File: config.mk
export PLATFORM = sky130hd
export DESIGN_NAME = rr_arb_burst_flat
export DESIGN_NICKNAME = d
export VERILOG_FILES = /design/src/rtl/rr_arb_burst_pkg.sv /design/src/rtl/rr_arb_burst_if.sv /design/src/rtl/rr_arb_burst_pick.sv /design/src/rtl/rr_arb_burst.sv /design/src/flat_wrapper.sv
export SDC_FILE = /design/constraint.sdc
export NUM_CORES = 1
export LEC_CHECK = 0
export CAP_MARGIN = 15
export CORE_UTILIZATION = 42
export DETAILED_ROUTE_END_ITERATION = 10
export GPL_ROUTABILITY_DRIVEN = 1
export PLACE_DENSITY_LB_ADDON = 0.25
export SYNTH_ARGS = -nofsm -noshare
export SYNTH_HDL_FRONTEND = slang
export SYNTH_SLANG_ARGS = --single-unit
File: constraint.sdc
create_clock -name clk -period 2.4 [get_ports clk]
set_clock_uncertainty 0.15 [all_clocks]
set_input_delay 0.24 -clock clk [delete_from_list [all_inputs] [get_ports clk]]
set_output_delay 0.24 -clock clk [all_outputs]
set_load 0.1 [all_outputs]
File: src/rtl/rr_arb_burst_pkg.sv
// Purpose: shared types and helpers for the burst round-robin arbiter.
// Latency: n/a (declarations only).
// Backpressure: n/a.
package rr_arb_pkg;

    typedef enum logic {
        IDLE = 1'b0,
        BUSY = 1'b1
    } state_e;

    // Upper bound on requester count supported by onehot2bin.
    localparam int MAX_N = 64;
    localparam int MAX_W = 6;

    // Index width for n requesters; never narrower than one bit.
    function automatic int idx_w(input int n);
        return (n < 2) ? 1 : $clog2(n);
    endfunction

    // Binary index of a one-hot vector; only the low n bits are considered.
    function automatic logic [MAX_W-1:0] onehot2bin(input logic [MAX_N-1:0] oh, input int n);
        logic [MAX_W-1:0] idx;
        idx = '0;
        for (int i = 0; i < MAX_N; i++) begin
            if (i < n && oh[i]) begin
                idx = idx | MAX_W'(i);
            end
        end
        return idx;
    endfunction

endpackage

File: src/rtl/rr_arb_burst_if.sv
// Purpose: requester/resource handshake bundle between the arbiter and its clients.
// Latency: n/a (wires only).
// Backpressure: rsrc_ready stalls beats; grant is held while stalled.
interface rr_arb_burst_if
    import rr_arb_pkg::*;
#(
    parameter int N  = 7,
    parameter int QW = 4
);
    localparam int W = idx_w(N);

    logic [N-1:0]    req;
    logic [N-1:0]    req_last;
    logic [N*QW-1:0] cfg_quota;
    logic            rsrc_ready;
    logic [N-1:0]    grant;
    logic            grant_vld;
    logic [W-1:0]    grant_id;
    logic            beat;

    modport master (
        output req, req_last, cfg_quota, rsrc_ready,
        input  grant, grant_vld, grant_id, beat
    );

    modport slave (
        input  req, req_last, cfg_quota, rsrc_ready,
        output grant, grant_vld, grant_id, beat
    );

endinterface

File: src/rtl/rr_arb_burst_pick.sv
// Purpose: round-robin winner pick -- lowest request above ptr, else lowest request.
// Latency: purely combinational.
// Backpressure: none; evaluated every cycle, consumed by the FSM only when idle.
module rr_arb_pick
    import rr_arb_pkg::*;
#(
    parameter int N = 7,
    parameter int W = idx_w(N)
) (
    input  logic [N-1:0] req,
    input  logic [W-1:0] ptr,
    output logic [N-1:0] win_oh,
    output logic [W-1:0] win_idx,
    output logic         any
);

    logic [N-1:0] masked;
    logic [N-1:0] sel;

    // Prefer requesters above the last winner, wrap to the lowest otherwise.
    always_comb begin
        masked = '0;
        for (int i = 0; i < N; i++) begin
            masked[i] = req[i] && (i > int'(ptr));
        end
        sel     = (|masked) ? masked : req;
        win_oh  = sel & (~sel + N'(1));
        win_idx = W'(onehot2bin(MAX_N'(win_oh), N));
        any     = |req;
    end

endmodule

File: src/rtl/rr_arb_burst.sv
// Purpose: burst-granular round-robin arbiter with per-requester beat quota.
// Latency: req->grant 1 cycle; release->next grant 2 edges (one idle bubble).
// Backpressure: rsrc_ready low stalls beats; grant held, quota counts beats only.
module rr_arb_burst
    import rr_arb_pkg::*;
#(
    parameter int REQ_NUM = 7,
    parameter int QW      = 4
) (
    input  logic          clk,
    input  logic          rst_n,
    rr_arb_burst_if.slave arb
);

    localparam int W = idx_w(REQ_NUM);

    state_e               state_q, state_d;
    logic [REQ_NUM-1:0]   grant_q, grant_d;
    logic [W-1:0]         grant_id_q, grant_id_d;
    logic [W-1:0]         ptr_q, ptr_d;
    logic [QW-1:0]        quota_q, quota_d;
    logic [QW-1:0]        cnt_q, cnt_d;

    logic [REQ_NUM-1:0]   win_oh;
    logic [W-1:0]         win_idx;
    logic                 win_any;
    logic                 cur_req;
    logic                 cur_last;
    logic                 beat;
    logic                 release_now;

    rr_arb_pick #(.N(REQ_NUM), .W(W)) u_pick (
        .req     (arb.req),
        .ptr     (ptr_q),
        .win_oh  (win_oh),
        .win_idx (win_idx),
        .any     (win_any)
    );

    // Next-state: grab a winner when idle, hold and count beats when busy.
    always_comb begin
        state_d     = state_q;
        grant_d     = grant_q;
        grant_id_d  = grant_id_q;
        ptr_d       = ptr_q;
        quota_d     = quota_q;
        cnt_d       = cnt_q;
        release_now = 1'b0;
        cur_req     = arb.req[grant_id_q];
        cur_last    = arb.req_last[grant_id_q];
        beat        = (|grant_q) & cur_req & arb.rsrc_ready;

        case (state_q)
            IDLE: begin
                if (win_any) begin
                    state_d    = BUSY;
                    grant_d    = win_oh;
                    grant_id_d = win_idx;
                    quota_d    = arb.cfg_quota[int'(win_idx)*QW +: QW];
                    cnt_d      = '0;
                end
            end
            BUSY: begin
                // Priority: abandoned request, last beat, then quota exhaustion.
                if (!cur_req) begin
                    release_now = 1'b1;
                end else if (beat && cur_last) begin
                    release_now = 1'b1;
                end else if (beat && (quota_q != '0) &&
                             (({1'b0, cnt_q} + (QW+1)'(1)) == {1'b0, quota_q})) begin
                    release_now = 1'b1;
                end else if (beat) begin
                    cnt_d = (cnt_q == {QW{1'b1}}) ? cnt_q : cnt_q + QW'(1);
                end

                if (release_now) begin
                    state_d    = IDLE;
                    grant_d    = '0;
                    grant_id_d = '0;
                    ptr_d      = grant_id_q;
                    cnt_d      = '0;
                end
            end
            default: begin
                state_d = IDLE;
            end
        endcase
    end

    // State registers; pointer resets to the top so requester 0 wins first.
    always_ff @(posedge clk or negedge rst_n) begin
        if (!rst_n) begin
            state_q    <= IDLE;
            grant_q    <= '0;
            grant_id_q <= '0;
            ptr_q      <= W'(REQ_NUM - 1);
            quota_q    <= '0;
            cnt_q      <= '0;
        end else begin
            state_q    <= state_d;
            grant_q    <= grant_d;
            grant_id_q <= grant_id_d;
            ptr_q      <= ptr_d;
            quota_q    <= quota_d;
            cnt_q      <= cnt_d;
        end
    end

    assign arb.grant     = grant_q;
    assign arb.grant_vld = |grant_q;
    assign arb.grant_id  = grant_id_q;
    assign arb.beat      = beat;

endmodule

File: src/flat_wrapper.sv
// flat-port wrapper written by rule: the top's interface ports become plain ports
module rr_arb_burst_flat import rr_arb_pkg::*;
#(
    parameter int REQ_NUM = 7,
    parameter int QW      = 4
)
  (clk, rst_n, arb_req, arb_req_last, arb_cfg_quota, arb_rsrc_ready, arb_grant, arb_grant_vld, arb_grant_id, arb_beat);
  rr_arb_burst_if #(.N((7)), .QW(QW)) arb_i ();
  input  logic clk;
  input  logic rst_n;
  input wire logic [$bits(arb_i.req)-1:0] arb_req;
  input wire logic [$bits(arb_i.req_last)-1:0] arb_req_last;
  input wire logic [$bits(arb_i.cfg_quota)-1:0] arb_cfg_quota;
  input wire logic [$bits(arb_i.rsrc_ready)-1:0] arb_rsrc_ready;
  output wire logic [$bits(arb_i.grant)-1:0] arb_grant;
  output wire logic [$bits(arb_i.grant_vld)-1:0] arb_grant_vld;
  output wire logic [$bits(arb_i.grant_id)-1:0] arb_grant_id;
  output wire logic [$bits(arb_i.beat)-1:0] arb_beat;
  assign arb_i.req = arb_req;
  assign arb_i.req_last = arb_req_last;
  assign arb_i.cfg_quota = arb_cfg_quota;
  assign arb_i.rsrc_ready = arb_rsrc_ready;
  assign arb_grant = arb_i.grant;
  assign arb_grant_vld = arb_i.grant_vld;
  assign arb_grant_id = arb_i.grant_id;
  assign arb_beat = arb_i.beat;
  rr_arb_burst #(.REQ_NUM(REQ_NUM), .QW(QW)) u_core (.clk(clk), .rst_n(rst_n), .arb(arb_i));
endmodule
==> results.json, run 1 <==
{
  "globalRouteOverflowTotal": 0,
  "nets": 335,
  "combPwrFrac_pct": 76.0,
  "synth_compound_area_share_pct": 29.7,
  "fin_area_um2": 3090,
  "layout-drive-gt1-share_pct": 45.8,
  "violations": "setup timing",
  "routed_wl_um": 5920,
  "cts_root_buf": "clkbuf_8",
  "n_fill_cell": 274,
  "synth_edf_count": 0,
  "grt_usage_pct": 25.1,
  "ys_top_cells_by_area": "dfrtp_1, mux2i_1, o211ai_1",
  "outcome": "finished with violations",
  "synth-main-ff-cell": "dfrtp_1",
  "ys_seq_area_share_pct": 30.9,
  "final_common_cell": "buf_4",
  "grt_pass1_vias": 1837,
  "period_share_pct": 109,
  "arrival_ns": 2.63,
  "htreeDepth": 1,
  "netlist_area_um2": 1790,
  "relSlewSlack_pct": 61.5,
  "seqPwrFrac_pct": 15.6,
  "synth-adder-area-share_pct": 0.699,
  "clkLatencyLatePin_ns": 0.27,
  "synth_area_leader_cell": "dfrtp_1",
  "drt-initial-drc-count": 99,
  "hold_viol": 0,
  "vdd_drop_max_v": 0.000608,
  "power_uw": 4310,
  "core_um2": 4060,
  "cts_made_buffers": 3,
  "post_synth_and_or_nand_nor_area_fraction_pct": 20.3,
  "antenna_found_initial": 0,
  "diodes": 0,
  "endpoint_kind": "flop",
  "gp_congestion": 0.896,
  "cp.required_ns": 2.41,
  "async_flop_share_pct": 100,
  "holdCritPathClass": "input port to asynchronous set/reset pin",
  "synth_seq_cells": 22,
  "rsz0062_at_grt": "yes",
  "cts_hold_buf": 0,
  "cts.sinks": 22,
  "io_pins": 57,
  "drtAntennaViolNets": 0,
  "finalSetupViolCount": 6,
  "p_int_uw": 2230,
  "switching_share_pct": 48.3,
  "hpwl_um": 4110,
  "final_cell_mix": "buf_4, clkdlybuf4s50_1, buf_6",
  "path_max_fanout": 4,
  "syn-num-nets": 228,
  "dpl_cell_area_um2": 2710,
  "synthMuxAreaShare_pct": 10.1,
  "cts.path.max_buffers": 2,
  "finalSetupTns_ns": -0.919,
  "min_period_ns": 2.62,
  "dieArea_um2": 4530,
  "die_w_um": 67.3,
  "vias": 1990,
  "cts_tree": "done",
  "netlist.area_leader.share_pct": 28.0,
  "syn_inst": 182,
  "synth.avg_cell_area_um2": 9.83,
  "max_cap_violations": 0,
  "power.switching_uw": 2080,
  "p_leak_uw": 0.00134,
  "path_clk_slew_ns": 0.09,
  "area_growth_pct": 72.8,
  "worst_slew_pin_slew_ns": 0.573,
  "avgRoutedWirePerCell_um": 17.5,
  "synthDistinctLibCells": 61,
  "slew_violations": 0,
  "clockPowerShare_pct": 8.4,
  "critPathKind": "flop to flop",
  "rows": 23,
  "firstDrtPassIters": 4,
  "fin_ws_ns": -0.220,
  "ys_warn_count": 0,
  "vias_per_cell": 5.89,
  "synth_top_family_by_area": "compound AO/OA/AOI/OAI gates",
  "critPathLaunchType": "flop",
  "port_buffers": 56,
  "die_height_um": 67.3,
  "drc": 0,
  "powerDensity_nw_per_um2": 1390,
  "synth_xor_xnor_area_share_pct": 1.96,
  "max_freq_mhz": 382,
  "grt_pass1_wl_um": 8500,
  "grt_max_degree": 23,
  "initial_core_util_pct": 44.1
}
==> what timing repair did <==
action                                  CTS  global route
endpoints found under the setup margin    7            21
setup buffers                             2            13
gates resized for setup                   7            45
pin swaps                                 4            24
==> synthesized netlist by cell type (3+ instances only) <==
master,number
a211oi_1,5
a21o_1,3
a21oi_1,4
a22o_1,6
a311o_1,4
buf_6,4
dfrtp_1,20
inv_1,7
mux2_2,4
mux2i_1,9
nand2_1,9
nand3b_1,3
nor2_1,12
nor3_1,8
nor4b_1,4
o211ai_1,9
o21ai_0,5
o221a_1,4
o2bb2ai_1,4
==> cell type report <==
class	instances	area, um2	share of cell area, %
sequential	22	576	18.6
inverter	7	26.3	0.850
timing repair buffer	112	1040	33.7
tap	50	62.6	2.02
clock buffer	3	41.3	1.34
clock inverter	1	30.0	0.971
multi-input combinational	143	1320	42.5
==> per-layer routing <==
layer  GRT usage [%]  part of all wire, %  vias up
met5               0                    0        -
met4            7.71                  1.3        0
met3            2.87                  5.9       10
met2            43.8                   51       85
met1            32.3                   42      974
li1                -                    -      921
==> state kept, by name (all words and copies together), names as in the netlist <==
register	cells
u_core.quota_q	4
u_core.ptr_q	3
u_core.arb.grant_id	3
u_core.cnt_q	4
u_core.arb.grant	7
u_core.state_q	1
==> per-stage QoR <==
stage	setup WS, ns	hold WS (ns)	util (%)	std cells
final	-0.220	0.176	76.2	338
after global routing	-0.291	0.196	76.2	338
after CTS	-0.218	0.185	69.7	327
after detailed placement	-0.510	0.327	66.9	321
after global placement	-0.421	0.327	66.9	321
after floorplan	-0.140	-0.206	-	182
==> final timing paths <==
kind,slack (ns),startpoint,end,depth (start not counted)
setup / recovery,-0.22,u_core.ptr_q[0],u_core.quota_q[1],9
hold / removal,0.18,rst_n,u_core.arb.grant[5],2
setup reg to reg,-0.22,u_core.ptr_q[0],u_core.quota_q[1],9
hold reg to reg,0.35,u_core.state_q,u_core.arb.grant[0],1
max in group asynchronous,1.64,rst_n,u_core.ptr_q[1],2
min in group clk,0.35,u_core.state_q,u_core.arb.grant[0],1
==> worst max-delay path, cell delays in order (launching register included) <==
cell and delay, ns:
dfrtp_1 0.41, nand2b_4 0.14, a2111o_1 0.44, buf_6 0.17
a31oi_4 0.20, nor2b_4 0.07, or2_4 0.26, buf_12 0.13
a311o_1 0.28, o221a_1 0.25
==> kinds of logic (layout without fill, tap and decap cells) <==
group / after synthesis / after routing
muxes: 15 / 15
AOI/OAI and AO/OA: 63 / 63
and+or+nand+nor: 60 / 60
xor gates and xnor gates: 4 / 4
DFF: 22 / 22
adders and majority gates: 1 / 1
buffers and inverters: 17 / 123
==> power by group through the flow <==
stage / Clock (uW) / Sequential [uW] / Combinational (uW)
6_report: 361 / 674 / 3280
5_1_grt: 373 / 689 / 3460
4_1_cts: 358 / 674 / 2790
3_5_place_dp: 0 / 681 / 2700
3_3_place_gp: 0 / 680 / 2660
2_1_floorplan: 0 / 1020 / 1550
No activity file was read; power rests on OpenSTA's default activity.
==> inputs of run 2 (changes only) <==
CORE_UTILIZATION = 45   (was 42)
clock period = 3.15 ns   (was 2.4 ns; I/O delays follow)
==> run 2 against run 1 <==
Against the previous run:
- the flow now finishes without violations
- final area is 21% lower
- final cell count decreased by 14%
- clock-buffer cell count unchanged
- register-to-register slack better by 0.62 ns
- die area shrank 6.5%
- core utilization decreased by 11 points
- critical endpoint is now u_core.quota_q[3]
- largest power group unchanged
- highest routed layer unchanged
==> results.json, run 2 (synthesis gave the netlist of run 1 again) <==
{
  "layout-drive-gt1-share_pct": 20.2,
  "critPathKind": "input port to flop",
  "switching_share_pct": 52.3,
  "vdd_drop_max_v": 0.000370,
  "max_freq_mhz": 361,
  "cts_tree": "done",
  "vias_per_cell": 5.81,
  "grt_usage_pct": 24.1,
  "fin_area_um2": 2460,
  "port_buffers": 56,
  "dieArea_um2": 4230,
  "area_growth_pct": 37.3,
  "die_w_um": 65.1,
  "path_max_fanout": 14,
  "hold_viol": 0,
  "cts_hold_buf": 0,
  "avgRoutedWirePerCell_um": 15.9,
  "final_cell_mix": "clkdlybuf4s50_1, buf_4, dfrtp_1",
  "worst_slew_pin_slew_ns": 0.994,
  "grt_max_degree": 23,
  "cts.path.max_buffers": 2,
  "p_int_uw": 1190,
  "hpwl_um": 3570,
  "gp_congestion": 0.839,
  "slew_violations": 0,
  "dpl_cell_area_um2": 2390,
  "nets": 289,
  "die_height_um": 65.1,
  "clkLatencyLatePin_ns": 0.28,
  "p_leak_uw": 0.00102,
  "n_fill_cell": 328,
  "rows": 22,
  "pre_cts_slack_ns": 0.0976,
  "drt-initial-drc-count": 68,
  "critPathLaunchType": "input port",
  "drtAntennaViolNets": 0,
  "relSlewSlack_pct": 33.5,
  "combPwrFrac_pct": 68.3,
  "antenna_found_initial": 0,
  "grt_pass1_wl_um": 7850,
  "htreeDepth": 1,
  "arrival_ns": 2.79,
  "rsz0062_at_grt": "no",
  "utilization_pct": 65.6,
  "min_period_ns": 2.77,
  "grt_pass1_vias": 1702,
  "globalRouteOverflowTotal": 0,
  "cp.required_ns": 3.17,
  "cts_made_buffers": 3,
  "cts_root_buf": "clkbuf_8",
  "power.switching_uw": 1310,
  "holdWs_ns": 0.333,
  "clockPowerShare_pct": 10.9,
  "outcome": "finished clean",
  "max_cap_violations": 0,
  "post_cts_buffers": 0,
  "cts.sinks": 22,
  "core_um2": 3740,
  "firstDrtPassIters": 4,
  "finalSetupViolCount": 0,
  "path_clk_slew_ns": 0.09,
  "largest_register_ff_count": 7,
  "fin_ws_ns": 0.380,
  "seqPwrFrac_pct": 20.8,
  "finalSetupTns_ns": 0,
  "diodes": 0,
  "endpoint_kind": "flop",
  "ctsResizeCount": 0,
  "drc": 0,
  "vias": 1686,
  "powerDensity_nw_per_um2": 1020,
  "initial_core_util_pct": 47.8,
  "io_pins": 57,
  "period_share_pct": 87.9,
  "holdCritPathClass": "flop to flop",
  "routed_wl_um": 4610,
  "final_common_cell": "clkdlybuf4s50_1"
}
-- run 2: changes by cell type in the layout (fill, tap and decap cells not counted), sizes merged --
cell	change
buf	-45
clkdlybuf4s50	+3
dlymetal6s2s	-3
dlygate4sd2	-1
-- run 2: power groups by stage --
stage	registers, uW	logic, uW	clock network, uW
final	521	1710	273
after global routing	533	1840	288
after floorplan	747	1110	0
after global placement	521	1690	0
after detailed placement	521	1710	0
after CTS	517	1710	278
-- run 2: per-stage QoR --
stage,instances,power [uW]
floorplan,182,1860
global placement,286,2210
detailed placement,286,2230
CTS,290,2500
global route,290,2660
finish,290,2510
-- run 2: worst paths after layout --
check	startpoint	end	slack, ns	cells after the start
max	arb_req[3]	u_core.quota_q[3]	0.38	9
min	u_core.state_q	u_core.arb.grant[0]	0.33	1
max reg2reg	u_core.ptr_q[2]	u_core.quota_q[0]	0.40	8
min reg2reg	u_core.state_q	u_core.arb.grant[0]	0.33	1
max in group asynchronous	rst_n	u_core.arb.grant[4]	1.81	1
min in group asynchronous	rst_n	u_core.cnt_q[1]	0.43	1
-- run 2: layer usage --
metal  vias up  track usage, %  share of wire, %
li1        825               -                 -
met1       805            31.6                46
met2        49            40.1                47
met3         7            2.99               4.7
met4         0            9.51               1.8
met5         -               0                 0
-- run 2: cell type report --
type,instances,area (um2),share of cell area [%]
Tap cell,48,60.1,2.44
Sequential cell,22,553,22.5
Clock inverter,1,30.0,1.22
Inverter,7,26.3,1.07
Timing Repair Buffer,66,618,25.2
Multi-Input combinational cell,143,1130,45.9
Clock buffer,3,41.3,1.68
-- run 2: critical path, stage by stage --
cell	delay [ns]
clkdlybuf4s50_1	0.54
nor2_1	0.06
a2111o_1	0.44
buf_4	0.16
a31oi_1	0.18
nor2b_2	0.16
or2_4	0.35
a311o_1	0.37
o221a_1	0.21
